[src/rtl/display_scan_ctrl.sv]
// display_scan_ctrl: time-shares one active-low 7-segment bus across
// N_DIGITS common-anode digits. Each slot is BLANK_CYCLES of blanking
// followed by the SHOW period. Segment patterns are double-buffered and
// swapped only at frame start. BLANK_CYCLES is expected to be >= 1.
// Optional macro BRIGHTNESS_PWM_EN adds a 4-bit brightness input that
// gates the anode with a mod-16 PWM during SHOW.
module display_scan_ctrl #(
    parameter int N_DIGITS     = 2,
    parameter int DIGIT_CYCLES = 1000,
    parameter int BLANK_CYCLES = 16
) (
    input  logic                    clk,
    input  logic                    rst,
    input  logic [7*N_DIGITS-1:0]   seg_in,
    input  logic                    load,
    input  logic [N_DIGITS-1:0]     digit_en,
`ifdef BRIGHTNESS_PWM_EN
    input  logic [3:0]              brightness,
`endif
    output logic [6:0]              seg,
    output logic [N_DIGITS-1:0]     an,
    output logic                    frame_start,
    output logic [2:0]              cur_digit
);

    localparam int CW = (DIGIT_CYCLES > 1) ? $clog2(DIGIT_CYCLES) : 1;
    localparam logic [CW-1:0] BLANK_LAST = CW'(BLANK_CYCLES - 1);
    localparam logic [CW-1:0] SHOW_LAST  = CW'(DIGIT_CYCLES - BLANK_CYCLES - 1);

    typedef enum logic [1:0] {IDLE, BLANK, SHOW} state_t;

    state_t                       state, nxt_state;
    logic [CW-1:0]                cnt, nxt_cnt;
    logic [2:0]                   nxt_digit, low_en, next_en;
    logic                         any_en, fs_d, swap, pwm_on;
    logic [6:0]                   seg_d;
    logic [N_DIGITS-1:0]          an_d;
    logic [N_DIGITS-1:0][6:0]     pend, act, act_nxt;
    logic                         pend_vld;

`ifdef BRIGHTNESS_PWM_EN
    logic [3:0] bright_q, bright_use;
    // Brightness is latched on SHOW entry; the entry cycle itself uses the live input.
    always_comb begin
        bright_use = (state == SHOW) ? bright_q : brightness;
        pwm_on     = 4'(nxt_cnt) < bright_use;
    end

    // Hold the brightness sampled at SHOW entry for the rest of the slot.
    always_ff @(posedge clk) begin
        if (rst)
            bright_q <= 4'd0;
        else if (nxt_state == SHOW && state != SHOW)
            bright_q <= brightness;
    end
`else
    assign pwm_on = 1'b1;
`endif

    // Next-state, next-digit search and the registered-output values.
    always_comb begin
        nxt_state = state;
        nxt_cnt   = cnt + 1'b1;
        nxt_digit = cur_digit;
        fs_d      = 1'b0;
        low_en    = 3'd0;
        next_en   = cur_digit;
        any_en    = 1'b0;
        // Lowest enabled index (descending scan, last hit wins).
        for (int k = N_DIGITS - 1; k >= 0; k--)
            if (digit_en[k]) low_en = 3'(k);
        // Next enabled index strictly above cur_digit, cyclic; i = N_DIGITS
        // lands back on cur_digit itself (single enabled digit).
        for (int i = N_DIGITS; i >= 1; i--)
            for (int k = 0; k < N_DIGITS; k++)
                if (digit_en[k] && ((k == int'(cur_digit) + i) ||
                                    (k == int'(cur_digit) + i - N_DIGITS))) begin
                    next_en = 3'(k);
                    any_en  = 1'b1;
                end
        case (state)
            IDLE: begin
                nxt_cnt = '0;
                if (|digit_en) begin
                    nxt_state = BLANK;
                    nxt_digit = low_en;
                    fs_d      = 1'b1;
                end
            end
            BLANK: begin
                if (cnt == BLANK_LAST) begin
                    nxt_state = SHOW;
                    nxt_cnt   = '0;
                end
            end
            SHOW: begin
                if (cnt == SHOW_LAST) begin
                    nxt_cnt = '0;
                    if (!any_en) begin
                        nxt_state = IDLE;
                    end else begin
                        nxt_state = BLANK;
                        nxt_digit = next_en;
                        fs_d      = (next_en <= cur_digit);
                    end
                end
            end
            default: begin
                nxt_state = IDLE;
                nxt_cnt   = '0;
            end
        endcase

        swap    = fs_d & pend_vld;
        act_nxt = swap ? pend : act;

        // Digit is lit only in SHOW while still enabled (and PWM-on).
        seg_d = 7'h7F;
        an_d  = '1;
        for (int k = 0; k < N_DIGITS; k++)
            if (nxt_state == SHOW && k == int'(nxt_digit) && digit_en[k] && pwm_on) begin
                an_d[k] = 1'b0;
                seg_d   = act_nxt[k];
            end
    end

    // FSM state, slot counter and glitch-free registered pin outputs.
    always_ff @(posedge clk) begin
        if (rst) begin
            state       <= IDLE;
            cnt         <= '0;
            cur_digit   <= 3'd0;
            seg         <= 7'h7F;
            an          <= '1;
            frame_start <= 1'b0;
        end else begin
            state       <= nxt_state;
            cnt         <= nxt_cnt;
            cur_digit   <= nxt_digit;
            seg         <= seg_d;
            an          <= an_d;
            frame_start <= fs_d;
        end
    end

    // Pending/active double buffer; a load coincident with a swap lands in pending.
    always_ff @(posedge clk) begin
        if (rst) begin
            pend     <= {N_DIGITS{7'h7F}};
            act      <= {N_DIGITS{7'h7F}};
            pend_vld <= 1'b0;
        end else begin
            act      <= act_nxt;
            if (load)
                pend <= seg_in;
            pend_vld <= load | (pend_vld & ~swap);
        end
    end

endmodule

[config.mk]
export PLATFORM = sky130hd
export DESIGN_NAME = display_scan_ctrl
export DESIGN_NICKNAME = d
export VERILOG_FILES = /design/src/rtl/display_scan_ctrl.sv
export SDC_FILE = /design/constraint.sdc
export NUM_CORES = 1
export LEC_CHECK = 0
export CORE_MARGIN = 2
export CORE_UTILIZATION = 30
export DETAILED_ROUTE_END_ITERATION = 8
export PLACE_DENSITY_LB_ADDON = 0.15
export SYNTH_ARGS = -nofsm -noshare
export SYNTH_HDL_FRONTEND = slang
export SYNTH_SLANG_ARGS = --single-unit
export TNS_END_PERCENT = 50
[constraint.sdc]
create_clock -name clk -period 6.9 [get_ports clk]
set_clock_uncertainty 0.1 [all_clocks]
set_input_delay 1.38 -clock clk [delete_from_list [all_inputs] [get_ports clk]]
set_output_delay 1.38 -clock clk [all_outputs]
set_load 0.02 [all_outputs]
==> summary.txt <==
Status
  – Status: finished, final reports clean

Logic synthesis
  – Syn. warnings: 0
  – Share of synthesized registers carrying an async set or reset: 0
  – Simple-gate share of the synthesized area: 0.201
  – Post-synthesis compound-gate area fraction: 0.0969
  – #FFs+latches synth: 54
  – Mapped Avg Cell Area: roughly 9.8 um2
  – Post-synthesis xor/xnor area fraction: 0.0383
  – Post-synthesis adder-cell area fraction: 0.0845
  – Count of different cell masters after synthesis: between 40 and 50
  – Post-synthesis mux area share: 0.121
  – Post-synth EDFFs: 0
  – Mapped Nets: just under 300
  – Largest family of logic cells by synthesized area: simple AND/OR/NAND/NOR gates
  – Mapped Cells: roughly 260
  – Seq/Total Area, Yosys: 0.429
  – Synth Cell Area: roughly 2500 um2
  – Synth Flop Type: dfxtp_1

Job
  – Max cap viols: 0

Critical path
  – FF-to-FF path depth: 14
  – Reg-to-reg slack, setup: around 2.9 ns
  – CP startpoint kind: input pin
  – Crit end category: register
  – CP max FO: 14
  – Worst Setup Path Type: in2reg
  – Reg-to-reg endpoint: seg[1]
  – CP Data Arrival Time: about 4.5 ns
  – RR Startpoint: cur_digit[1]
  – Critical Path RT: roughly 7 ns

Timing
  – Achievable Freq: between 200 and 250 MHz
  – Final setup violating endpoints: 0
  – Slew Viols, Final: 0
  – Worst Tran Pin Value: 0.912 ns
  – RSZ-0062 raised after global routing: false
  – Total negative setup slack: 0 ns
  – Crit share post-route: 0.643
  – Final hold violations: 0
  – Fin crit period: approximately 4.4 ns
  – Worst slew margin: 0.390

Route
  – Vias per cell: between 4 and 5
  – WL final: between 4 and 5 mm
  – Post-route ant nets: 0
  – Vias: 1821
  – DR pass1 iterations: 4
  – DR WL/cell: approximately 13 um
  – DRT iter0 DRCs: 80
  – Post-route DRC: 0

Power and ir drop
  – Sequential Power Share: 0.539
  – Pwr/cell area: between 150 and 200 nW/um2
  – Internal: ~460 uW
  – IR Drop Worst-Case VDD: 107 uV
  – Switching power: approximately 150 uW
  – Net Sw Frac: 0.240
  – Clk pwr share: 0.361
  – Pleak: about 1.3 nW
  – Pwr Total: between 600 and 700 uW
  – Logic pwr share: 0.101

Die
  – Die Width: around 96 um
  – Core area: around 8200 um2
  – Initial Util: 0.308
  – Chip Height: between 90 and 100 um
  – Site Rows: 33
  – Die Area: 9140 um2
  – Ports: 32

Final layout
  – Layout cell share with drive strength beyond 1: 0.0759
  – Fillers: between 800 and 900
  – Nets: 325
  – Layout area overhead: 21.1%
  – Final antenna diode count: 0

Worst hold path
  – Worst hold path depth: 1
  – Worst Hold End: cnt[0]
  – Hold WC Path Type: reg2reg
  – HP Start: cnt[0]

Clock network
  – Post-CTS Setup Bufs: 0
  – Post-CTS Hold Fix Bufs: 0
  – CTS Buf Count: 5
  – CTS H-tree depth: 2
  – CTS Sinks: 54
  – Post-CTS Resized: 0
  – Latest clock arrival within the worst-skew pair: slightly above 0.3 ns
  – CTS tree: built
  – Clock Path Buffers: 2
  – CTS clk-pin slew, worst paths: ~0.1 ns
  – Root buffer cell: clkbuf_8

Placed design
  – DP Wirelength: between 3 and 4 mm
  – # port buffers: 31
  – Routability cong.: 0.767

GRT
  – Total grt overflow: 0
  – GR Util All Layers: 0.117
  – First-pass GRT wire length: a little over 8 mm
  – Vias in the first global route: 1744
  – Initial antenna violation count: 0
  – Largest net degree at the start of global routing: 38
==> cell usage in the layout, fill, tap and decap left out, types with 4 or more instances in the layout <==
cell,Yosys,layout
nor3_1,4,4
clkdlybuf4s50_1,0,31
xnor2_1,7,7
inv_1,10,10
nand2_1,44,44
and3_1,4,4
a21oi_1,6,6
xor2_1,4,4
dfxtp_1,54,54
ha_1,17,17
nor2_1,21,21
nand3_1,8,8
mux2i_1,29,29
clkbuf_8,0,5
a32oi_1,8,8
==> critical path, cell delays in order <==
cell	delay, ns
clkdlybuf4s50_1	0.59
nand2_1	0.08
or3_1	0.34
nor4b_4	0.17
and3_2	0.23
ha_1	0.28
nor2b_1	0.12
o21ai_0	0.08
a32oi_1	0.19
a211oi_2	0.08
o21ai_4	0.53
mux2i_1	0.30
a32oi_1	0.12
==> worst max path at each step <==
stage,from,to,slack [ns],depth (start not counted)
6_report,digit_en[1],seg[1],2.46,13
5_1_grt,digit_en[1],seg[4],2.23,13
4_1_cts,digit_en[1],seg[4],2.47,13
3_5_place_dp,digit_en[1],seg[6],2.13,13
3_3_place_gp,digit_en[1],seg[6],2.22,13
2_1_floorplan,digit_en[1],seg[6],3.12,13
==> sequential cells by signal, summed over array words and instances (netlist names) <==
signal and count:
state 2, act 14, cnt 10, frame_start 1
pend_vld 1, seg 7, cur_digit 3, an 2
pend 14
==> routing by layer <==
layer,up-vias,global-route usage,part of all wire
li1,953,-,-
met1,827,0.156,0.50
met2,33,0.183,0.44
met3,8,0.0213,0.035
met4,0,0.0500,0.021
met5,-,0,0
==> synth_stat cells (4+ instances only) <==
master	n	area share
a21oi_1	6	0.012
a32oi_1	8	0.028
and3_1	4	0.0099
clkbuf_1	5	0.0075
dfxtp_1	54	0.43
ha_1	17	0.084
inv_1	10	0.015
mux2i_1	29	0.12
nand2_1	44	0.066
nand3_1	8	0.016
nor2_1	21	0.031
nor3_1	4	0.0080
xnor2_1	7	0.024
xor2_1	4	0.014
==> layout make-up <==
| type | instances | area (um2) | share of cell area |
|---|---|---|---|
| multi-input cells | 186 | 1370 | 0.448 |
| repair buffers | 32 | 318 | 0.104 |
| clock inverters | 3 | 47.5 | 0.0156 |
| well taps | 105 | 131 | 0.0431 |
| inverters | 10 | 37.5 | 0.0123 |
| flip-flops and latches | 54 | 1080 | 0.355 |
| clock buffers | 5 | 68.8 | 0.0226 |
==> power by group through the flow <==
stage | clock network [mW] | logic [mW] | registers (mW)
floorplan | 0 | 0.0401 | 0.333
global placement | 0 | 0.0613 | 0.334
detailed placement | 0 | 0.0619 | 0.334
CTS | 0.229 | 0.0621 | 0.327
global route | 0.241 | 0.0681 | 0.328
finish | 0.218 | 0.0610 | 0.326
==> metrics by stage <==
step | utilization | hold slack (ns) | instances | area, um2 | setup slack (ns)
after floorplan | - | 0.318 | 257 | 2520 | 3.12
after global placement | 0.359 | 0.333 | 387 | 2930 | 2.22
after global routing | 0.373 | 0.385 | 395 | 3050 | 2.23
final | 0.373 | 0.363 | 395 | 3050 | 2.46
after CTS | 0.373 | 0.368 | 395 | 3050 | 2.47
after detailed placement | 0.359 | 0.347 | 387 | 2930 | 2.13
==> cell families (layout without fill, tap and decap cells) <==
group,Yosys count,after routing
AND/OR/NAND/NOR,101,101
buffers and inverters,17,50
multiplexers,30,30
flip-flops,54,54
adder cells (fa/ha/maj),17,17
AO/OA/AOI/OAI,27,27
XOR/XNOR,11,11
Note: power is estimated with default switching activity, not from simulation.
